--- src/rtl/uart_rx_sampler.sv ---
// uart_rx_sampler: receive front end for the UART.
// A two-flop synchroniser feeds an oversampling 8N1 deserialiser. Each bit is
// sampled at mid-bit with a fixed clocks-per-bit divider. A good frame
// updates data_out and pulses done. A bad stop bit raises a sticky err and
// parks the FSM until the line returns high.
module uart_rx_sampler #(
  parameter int CLKS_PER_BIT = 16
) (
  input  logic       clk,
  input  logic       rst,
  input  logic       rx_en,
  input  logic       data_in,
  output logic [7:0] data_out,
  output logic       done,
  output logic       err
);

  localparam int CNT_W = $clog2(CLKS_PER_BIT);
  localparam logic [CNT_W-1:0] CNT_MID  = CNT_W'(CLKS_PER_BIT / 2 - 1);
  localparam logic [CNT_W-1:0] CNT_LAST = CNT_W'(CLKS_PER_BIT - 1);

  typedef enum logic [2:0] {
    IDLE      = 3'd0,
    START     = 3'd1,
    DATA      = 3'd2,
    STOP      = 3'd3,
    WAIT_HIGH = 3'd4
  } state_t;

  state_t           state_q, state_d;
  logic             sync1_q, rxs_q;
  logic [CNT_W-1:0] cnt_q, cnt_d;
  logic [2:0]       idx_q, idx_d;
  logic [7:0]       sh_q, sh_d;
  logic [7:0]       data_q, data_d;
  logic             done_q, done_d;
  logic             err_q, err_d;

  // Two-flop synchroniser; both flops idle high so reset never looks like a start bit.
  always_ff @(posedge clk) begin
    if (rst) begin
      sync1_q <= 1'b1;
      rxs_q   <= 1'b1;
    end else begin
      sync1_q <= data_in;
      rxs_q   <= sync1_q;
    end
  end

  // FSM, counters, shift register and output registers.
  always_ff @(posedge clk) begin
    if (rst) begin
      state_q <= IDLE;
      cnt_q   <= '0;
      idx_q   <= '0;
      sh_q    <= '0;
      data_q  <= '0;
      done_q  <= 1'b0;
      err_q   <= 1'b0;
    end else begin
      state_q <= state_d;
      cnt_q   <= cnt_d;
      idx_q   <= idx_d;
      sh_q    <= sh_d;
      data_q  <= data_d;
      done_q  <= done_d;
      err_q   <= err_d;
    end
  end

  // Next-state logic; losing rx_en mid-frame wins over any sample on the same edge.
  always_comb begin
    state_d = state_q;
    cnt_d   = cnt_q;
    idx_d   = idx_q;
    sh_d    = sh_q;
    data_d  = data_q;
    done_d  = 1'b0;
    err_d   = err_q;

    case (state_q)
      IDLE: begin
        if (rx_en && !rxs_q) begin
          state_d = START;
          cnt_d   = '0;
        end
      end

      START: begin
        if (!rx_en) begin
          state_d = IDLE;
        end else if (cnt_q == CNT_MID) begin
          if (!rxs_q) begin
            state_d = DATA;
            cnt_d   = '0;
            idx_d   = '0;
            sh_d    = '0;
          end else begin
            // Line went back high before mid start bit: a glitch, not a frame.
            state_d = IDLE;
          end
        end else begin
          cnt_d = cnt_q + CNT_W'(1);
        end
      end

      DATA: begin
        if (!rx_en) begin
          state_d = IDLE;
        end else if (cnt_q == CNT_LAST) begin
          sh_d[idx_q] = rxs_q;
          cnt_d       = '0;
          idx_d       = idx_q + 3'd1;
          if (idx_q == 3'd7) begin
            state_d = STOP;
          end
        end else begin
          cnt_d = cnt_q + CNT_W'(1);
        end
      end

      STOP: begin
        if (!rx_en) begin
          state_d = IDLE;
        end else if (cnt_q == CNT_LAST) begin
          cnt_d = '0;
          if (rxs_q) begin
            data_d  = sh_q;
            done_d  = 1'b1;
            err_d   = 1'b0;
            state_d = IDLE;
          end else begin
            err_d   = 1'b1;
            state_d = WAIT_HIGH;
          end
        end else begin
          cnt_d = cnt_q + CNT_W'(1);
        end
      end

      WAIT_HIGH: begin
        // A held-low line (break) must not be mistaken for a new start bit.
        if (rxs_q) begin
          state_d = IDLE;
        end
      end

      default: begin
        state_d = IDLE;
      end
    endcase
  end

  assign data_out = data_q;
  assign done     = done_q;
  assign err      = err_q;

endmodule
--- config.mk ---
export PLATFORM = sky130hd
export DESIGN_NAME = uart_rx_sampler
export DESIGN_NICKNAME = d
export VERILOG_FILES = /design/src/rtl/uart_rx_sampler.sv
export SDC_FILE = /design/constraint.sdc
export NUM_CORES = 1
export LEC_CHECK = 0
export BUFFER_PORTS_ARGS = -buffer_cell sky130_fd_sc_hd__buf_2
export CAP_MARGIN = 20
export CORE_ASPECT_RATIO = 1.4
export CORE_MARGIN = 1.5
export CORE_UTILIZATION = 61
export DETAILED_ROUTE_END_ITERATION = 8
export HOLD_SLACK_MARGIN = 0.1
export PLACE_DENSITY = 0.89
export SLEW_MARGIN = 20
export SYNTH_ARGS = -nofsm -noshare
export SYNTH_HDL_FRONTEND = slang
export SYNTH_SLANG_ARGS = --single-unit
export TNS_END_PERCENT = 20
--- constraint.sdc ---
create_clock -name clk -period 3.45 [get_ports clk]
set_input_delay 0.8625 -clock clk [delete_from_list [all_inputs] [get_ports clk]]
set_output_delay 0.8625 -clock clk [all_outputs]
set_load 0.005 [all_outputs]
# Yosys cells after proc, flatten, opt, wreduce, memory -nomap -nowiden
# Cells that the tools add are included.
# op_classes
reduce_logical	13
n_lt_le_gt_ge	2
bitwise_logic	3
n_addsub	2
shifts	0
n_div	0
mux	36
eq_ne	20
multipliers	0
# ops
op	n
3-bit two-way mux	15
8-bit two-way mux	5
4-bit two-way mux	6
8-bit one-hot mux with 2 select lines	1
3-bit != test, second input constant	5
3-bit one-hot mux with 5 select lines	1
2-bit != test, second input constant	7
4-bit one-hot mux with 3 select lines	1
6-bit AND reduction	2
8-bit bitwise mux	1
3-bit by 2-bit equality test with 1-bit output, second input constant	2
3-bit equality test, second input constant	2
3-bit one-hot mux with 2 select lines	1
5-bit AND reduction	1
4-bit by 1-bit adder with 4-bit output, second input constant	1
4-bit by 3-bit equality test with 1-bit output, second input constant	1
4-bit equality test, second input constant	1
3-bit by 4-bit < comparator with 1-bit output, second input constant	1
4-bit AND reduction	1
4-bit OR reduction	1
3-bit by 1-bit adder with 3-bit output, second input constant	1
1-bit demux with 3-bit select	1
3-bit by 1-bit equality test with 1-bit output, second input constant	1
3-bit by 1-bit >= comparator with 1-bit output, second input constant	1
other kinds (11)	16
# totals
rom_bits	0
input_bits	4
latchBits	0
reg_bits	30
output_inout_bits	10
mem_bits_rw	0
mem_count	0
word_cells	85

# Logic depth before layout (Yosys ltp)
# Gate-level depths: netlist (run 1).
# depth
ltp_word	8
mapped_depth	6
ltp_nobuf	6

# Worst setup path after synthesis (run 1)
# No wires, ideal clock.
# synth_timing
path_type	input to register
from	input port rx_en
to	register cnt_q[3]
arrival_ns	1.902
setup_slack_ns	1.478
setup_ns	0.070
required_ns	3.380
path_stages	4
path_cell_list	nand2b_1 > a311o_2 > or4_1 > a21oi_1
# synth_between
elab_chain_cells	3
word_cells_on_any_way	5
# synth_lines
item	line	text
start: declaration	11	input logic rx_en,
1-bit logical AND	83	if (rx_en && !rxs_q) begin
2-bit != test (no line)	-	
5-bit AND reduction (no line) *	-	
end signal: assignment	62	cnt_q <= cnt_d;
end: declaration	32	logic [CNT_W-1:0] cnt_q, cnt_d;
# Mark *: on every way between the ends. The rest lies on a longest branch, timed or not.
# A chain may end at the register's enable or synchronous reset.

# Worst setup path after layout (run 1)
# layout_timing
from	register state_q[1]
to	register sh_q[4]
# layout_between
elab_chain_cells	3
word_cells_on_any_way	10
# layout_lines
item	line	text
start: declaration	30	state_t state_q, state_d;
start signal: assignment	61	state_q <= state_d;
3-bit by 2-bit equality test with 1-bit output or 3-bit by 1-bit equality test with 1-bit output (tied branches)	81	case (state_q)
2-bit != test (no line) or 2-bit nonzero test (tied branches)	-	
6-bit AND reduction (no line)	-	
end signal: assignment	56	sh_q <= '0;
end signal: assignment	64	sh_q <= sh_d;
end: declaration	34	logic [7:0] sh_q, sh_d;
# Parallel ways exist; a longest one is shown, timed or not.

==> results of run 1 <==
metrics by stage:
| step | instance area (sq um) | instances |
|---|---|---|
| finish | 1550 | 188 |
| detailed placement | 1439 | 180 |
| global route | 1550 | 188 |
| CTS | 1550 | 188 |
| global placement | 1439 | 180 |
| floorplan | 1384 | 154 |
metal layers:
layer	global-route usage, %	vias to the layer above	routed length [microns]
li1	-	584	-
met1	26.54	558	1096
met2	46.27	28	1538
met3	9.451	8	101
met4	9.957	0	48
met5	0	-	0
worst max-delay path, delay by kind of cell (launching register included):
family,cells,cell delay [ps]
flip-flops,1,580
AND/OR/NAND/NOR,3,1290
AO/OA/AOI/OAI,1,240
power by group through the flow:
stage	registers (W)	logic, W	clock network (W)
global placement	0.000357	0.0000151	0
CTS	0.000349	0.0000158	0.000368
finish	0.000349	0.0000158	0.000362
global route	0.000350	0.0000177	0.000386
floorplan	0.000356	0.0000124	0
detailed placement	0.000357	0.0000157	0
cells in the final DEF, fill, tap and decap left out, types with 4 or more instances in the layout:
cell type  netlist  layout
nor2_1           6       6
nor2b_1          8       8
o21ai_0         13      13
nand2b_1         7       7
clkbuf_4         0       5
or2_2            4       4
buf_2            3      13
a22o_1           8       8
dfxtp_1         30      30
o21a_1           4       4
a21oi_1         11      11
nand2_1         10      10
layout make-up:
cell class / instances / area [sq um]
clock inverter: 2 / 60.06
inverter: 3 / 11.26
sequential: 30 / 600.6
timing repair buffer: 13 / 65.06
multi-input combinational: 112 / 734.5
clock buffer: 6 / 51.30
tap: 22 / 27.53
fill: 159 / 601.8
path summary, 6_finish.rpt:
path / endpoint / startpoint / slack [ps] / cells past startpoint
worst max-delay path: sh_q[4]$_SDFFE_PP0P_ / state_q[1]$_SDFFE_PP0P_ / 1260 / 4
worst min-delay path: rxs_q$_SDFF_PP1_ / sync1_q$_SDFF_PP1_ / 440 / 1
worst max register to register: sh_q[4]$_SDFFE_PP0P_ / state_q[1]$_SDFFE_PP0P_ / 1260 / 4
worst min register to register: rxs_q$_SDFF_PP1_ / sync1_q$_SDFF_PP1_ / 440 / 1
kinds of logic after synthesis:
logic type      share of synthesized area, %
fa+ha+maj                              2.713
xor+xnor                              0.6330
compound gates                         23.96
buf+inv                                3.526
simple gates                           25.05
mux                                   0.7234
flops                                  43.40
registers in the layout, summed over array words and instances, names as in the netlist:
register,cells
err,1
cnt_q,4
rxs_q,1
idx_q,3
done,1
state_q,3
data_out,8
sync1_q,1
sh_q,8
==> flow_metrics.py, run 1 <==
metrics = {
    "timing": {
        "worst_pin_slew_ps": 820.7,
        "setup_viol": 0,
        "clock-skew-final_ps": 12.70,
        "clock.fmax_mhz": 456.8,
        "grt_setup_unrepaired": "no",
        "finalSetupTns_ps": 0,
        "slew_violations": 0,
        "fin_ws_ps": 1261,
        "final_hold_viol_count": 0,
        "min_period_ps": 2189,
        "max_slew_margin_pct": 45.04,
        "period_share_pct": 63.45,
        "timing.hold.ws_ps": 435.7,
    },
    "clocking": {
        "cts_num_sinks": 30,
        "clk_path_buf_depth": 2,
        "cts_buffers": 5,
        "clock_latency_ps": 330,
        "postCtsSetupBuffers": 0,
        "clkTransAtPathRegs_ps": 100,
        "htree_levels": 2,
        "ctsHoldBuffers": 0,
        "cts_tree": "built",
        "root_buffer": "clkbuf_4",
        "ctsResizeCount": 0,
    },
    "worst_setup_path": {
        "required_ps": 3690,
        "crit_slowest_cell": "dfxtp_1",
        "cp_max_fo": 13,
        "crit_type": "reg2reg",
        "critPathArrivalTime_ps": 2430,
        "max_stage_delay_ps": 580,
        "start_kind": "flip-flop",
        "endpoint_kind": "flip-flop",
        "crit_chain": "or3b_1 -> nor4b_1 -> nand2_1 -> o31ai_1",
    },
    "logic_synthesis": {
        "yosysSeqAreaShare_pct": 43.40,
        "ys_types": 44,
        "synth_nets": 161,
        "syn_inst": 154,
        "synth_top_area_share_pct": 43.40,
        "synth.most_common_cell": "dfxtp_1",
        "synth_seq_cells": 30,
        "synthTopCellsByArea": "dfxtp_1 (43%), a22o_1 (5.1%), o21ai_0 (4.7%), a21oi_1 (4.0%), nor2b_1 (3.6%)",
        "async_reset_ff_share_pct": 0,
        "synth_common_cells": "dfxtp_1 (30), o21ai_0 (13), a21oi_1 (11)",
        "syn_area_sq_um": 1384,
        "synthFlopType": "dfxtp_1",
        "synth_largest_area_cell": "dfxtp_1",
        "synth_area_per_cell_sq_um": 8.986,
        "synth_edf_count": 0,
        "yosysWarnings": 0,
    },
    "pwr": {
        "ir_drop_v": 0.0004299,
        "intPower_w": 0.0005991,
        "clockPowerShare_pct": 49.8,
        "power_density_nw_per_um2": 469.3,
        "power.switching_w": 0.0001284,
        "p_sw_share_pct": 17.65,
        "p_comb_share_pct": 2.2,
        "p_total_w": 0.0007275,
        "p_leak_nw": 0.5941,
        "p_seq_share_pct": 48.0,
    },
    "layout": {
        "nets": 172,
        "final_util_pct": 72.03,
        "drive_gt1_share_pct": 18.67,
        "num_antenna_cells": 0,
        "syn2layout_area_growth_pct": 12.03,
    },
    "drt": {
        "drt_iter0_drc": 55,
        "wl_microns": 2785,
        "first_pass_iters": 4,
        "routedWlPerCell_microns": 14.81,
        "routed_via_density": 6.266,
        "route.detailed.drc": 0,
        "vias": 1178,
        "antenna_left": 0,
    },
    "floorplan": {
        "start_util_pct": 64.30,
        "coreArea_sq_um": 2152,
        "pin_count": 14,
        "die_y_microns": 59.36,
        "die_w_microns": 43.26,
        "rows": 20,
        "dieArea_sq_um": 2567,
    },
    "grt": {
        "grt_pass1_vias": 1143,
        "grt.overflow.total": 0,
        "antenna_found_initial": 0,
        "grt_max_degree": 22,
        "grt_pass1_wl_microns": 4912,
        "grt.total_usage_pct": 25.67,
    },
    "placement": {
        "port-buffer-count": 13,
        "dp_hpwl_microns": 1967,
        "place_congestion": 0.8321,
        "dp_slack_ps": 1192,
    },
    "job": {
        "drv_cap": 0,
    },
    "hold_path": {
        "hold_class": "reg2reg",
    },
    "status": {
        "status": "complete, no violations",
    },
}
No activity file was read; power rests on OpenSTA's default activity.
==> inputs of run 2 (changes only) <==
--- a/config.mk
+++ b/config.mk
@@ -9,10 +9,10 @@
 export CAP_MARGIN = 20
 export CORE_ASPECT_RATIO = 1.4
 export CORE_MARGIN = 1.5
-export CORE_UTILIZATION = 61
+export CORE_UTILIZATION = 51
 export DETAILED_ROUTE_END_ITERATION = 8
 export HOLD_SLACK_MARGIN = 0.1
-export PLACE_DENSITY = 0.89
+export PLACE_DENSITY = 0.8
 export SLEW_MARGIN = 20
 export SYNTH_ARGS = -nofsm -noshare
 export SYNTH_HDL_FRONTEND = slang
==> constraint.sdc (replaced) <==
create_clock -name clk -period 1.9 [get_ports clk]
set_input_delay 0.475 -clock clk [delete_from_list [all_inputs] [get_ports clk]]
set_output_delay 0.475 -clock clk [all_outputs]
set_load 0.005 [all_outputs]
==> flow_metrics.py, run 2 (same netlist as run 1, synthesis figures left out) <==
metrics = {
    "pwr": {
        "p_sw_share_pct": 22.09,
        "p_seq_share_pct": 60.0,
        "power_density_nw_per_um2": 656.3,
        "power.switching_w": 0.0002333,
        "p_leak_nw": 0.6202,
        "intPower_w": 0.0008227,
        "clockPowerShare_pct": 37.0,
        "p_comb_share_pct": 3.0,
        "ir_drop_v": 0.0004427,
    },
    "worst_setup_path": {
        "endpoint_kind": "flip-flop",
        "crit_type": "reg2reg",
        "cp_max_fo": 5,
        "critPathArrivalTime_ps": 2040,
        "required_ps": 2160,
        "crit_chain": "ha_2 -> and2_4 -> a311o_2 -> or4_4 -> a21oi_2",
        "crit_slowest_cell": "or4_4",
        "max_stage_delay_ps": 520,
        "start_kind": "flip-flop",
    },
    "placement": {
        "port-buffer-count": 13,
        "dp_slack_ps": 31.69,
        "dp_hpwl_microns": 1991,
        "place_congestion": 0.8967,
    },
    "timing": {
        "worst_pin_slew_ps": 673.9,
        "fin_ws_ps": 126.2,
        "min_period_ps": 1774,
        "final_hold_viol_count": 0,
        "slew_violations": 0,
        "grt_setup_unrepaired": "no",
        "clock-skew-final_ps": 5.071,
        "max_slew_margin_pct": 55.07,
        "finalSetupTns_ps": 0,
        "period_share_pct": 93.36,
        "clock.fmax_mhz": 563.8,
        "setup_viol": 0,
    },
    "drt": {
        "routedWlPerCell_microns": 12.69,
        "vias": 1184,
        "first_pass_iters": 4,
        "wl_microns": 2691,
        "routed_via_density": 5.585,
        "route.detailed.drc": 0,
        "drt_iter0_drc": 13,
        "antenna_left": 0,
    },
    "layout": {
        "num_antenna_cells": 0,
        "syn2layout_area_growth_pct": 16.27,
        "drive_gt1_share_pct": 25.57,
        "n_fill_cell": 235,
        "mostFrequentLayoutCell": "dfxtp_1",
        "nets": 182,
        "mostFrequentLayoutCells": "dfxtp_1 (29), o21ai_0 (13), buf_2 (13)",
    },
    "hold_path": {
        "hold_class": "in2reg",
    },
    "grt": {
        "antenna_found_initial": 0,
        "grt.overflow.total": 0,
        "grt_max_degree": 22,
        "grt_pass1_wl_microns": 4650,
        "met2_usage_pct": 34.08,
        "grtUsageMet3_pct": 8.078,
        "top_usage_layer": "met2",
        "grt_pass1_vias": 1109,
        "use_met1_pct": 22.66,
        "grt.total_usage_pct": 20.87,
    },
    "floorplan": {
        "dieArea_sq_um": 3039,
        "start_util_pct": 53.48,
        "pin_count": 14,
        "die_y_microns": 64.64,
        "die_w_microns": 47.03,
        "coreArea_sq_um": 2587,
        "rows": 22,
    },
    "clocking": {
        "root_buffer": "clkbuf_4",
        "cts_tree": "built",
        "clkTransAtPathRegs_ps": 90,
        "cts_num_sinks": 30,
        "clock_latency_ps": 320,
        "cts_buffers": 5,
        "ctsHoldBuffers": 0,
        "clk_path_buf_depth": 2,
        "htree_levels": 2,
    },
    "status": {
        "status": "complete, no violations",
    },
    "job": {
        "drv_cap": 0,
    },
}
-- run 2: area by class of cell --
class,count,area (sq um),area share (%)
clock buffer,7,55.05,3.421
inverter,3,11.26,0.6998
timing repair buffer,23,140.1,8.709
tap,36,45.04,2.799
multi-input combinational,112,750.7,46.66
clock inverter,1,5.005,0.3110
sequential,30,601.8,37.40
-- run 2: worst max-delay path, delay by kind of cell, from the launching register on --
family	cells	cell delay, ps
flops	1	340
compound gates	2	470
simple gates	2	700
fa+ha+maj	1	210
-- run 2: through the flow --
stage	util (%)	instance area [sq um]	hold WS (ps)	cells	total power (W)
2_1_floorplan	-	1384	389.5	154	0.0006694
3_3_place_gp	59.19	1531	395.4	204	0.0006788
3_5_place_dp	59.19	1531	398.4	204	0.0006794
4_1_cts	61.51	1592	317.3	212	0.001066
5_1_grt	62.19	1609	311.9	212	0.001101
6_report	62.19	1609	326.0	212	0.001056
-- run 2: path summary, 6_finish.rpt --
path	from	slack [ps]	endpoint	cells after the start
worst max-delay path	cnt_q[0]$_SDFFE_PP0P_	130	cnt_q[3]$_SDFFE_PP0P_	5
worst min-delay path	data_in	330	sync1_q$_SDFF_PP1_	2
worst max register to register	cnt_q[0]$_SDFFE_PP0P_	130	cnt_q[3]$_SDFFE_PP0P_	5
worst min register to register	sync1_q$_SDFF_PP1_	420	rxs_q$_SDFF_PP1_	1
-- run 2: power by group through the flow --
stage | Combinational (W) | Clock (W) | Sequential [W]
floorplan | 0.0000225 | 0 | 0.000647
global placement | 0.0000305 | 0 | 0.000648
detailed placement | 0.0000310 | 0 | 0.000648
CTS | 0.0000311 | 0.000401 | 0.000634
global route | 0.0000349 | 0.000432 | 0.000634
finish | 0.0000315 | 0.000391 | 0.000634
-- run 2: repair_timing --
item | CTS | global route
gates resized for setup | 0 | 5
setup endpoints to repair | 0 | 13
buffers inserted | 0 | 0
-- run 2: metal layers --
metal,wire [microns],up-vias
li1,-,604
met1,1147,540
met2,1334,33
met3,149,7
met4,60,0
met5,0,-
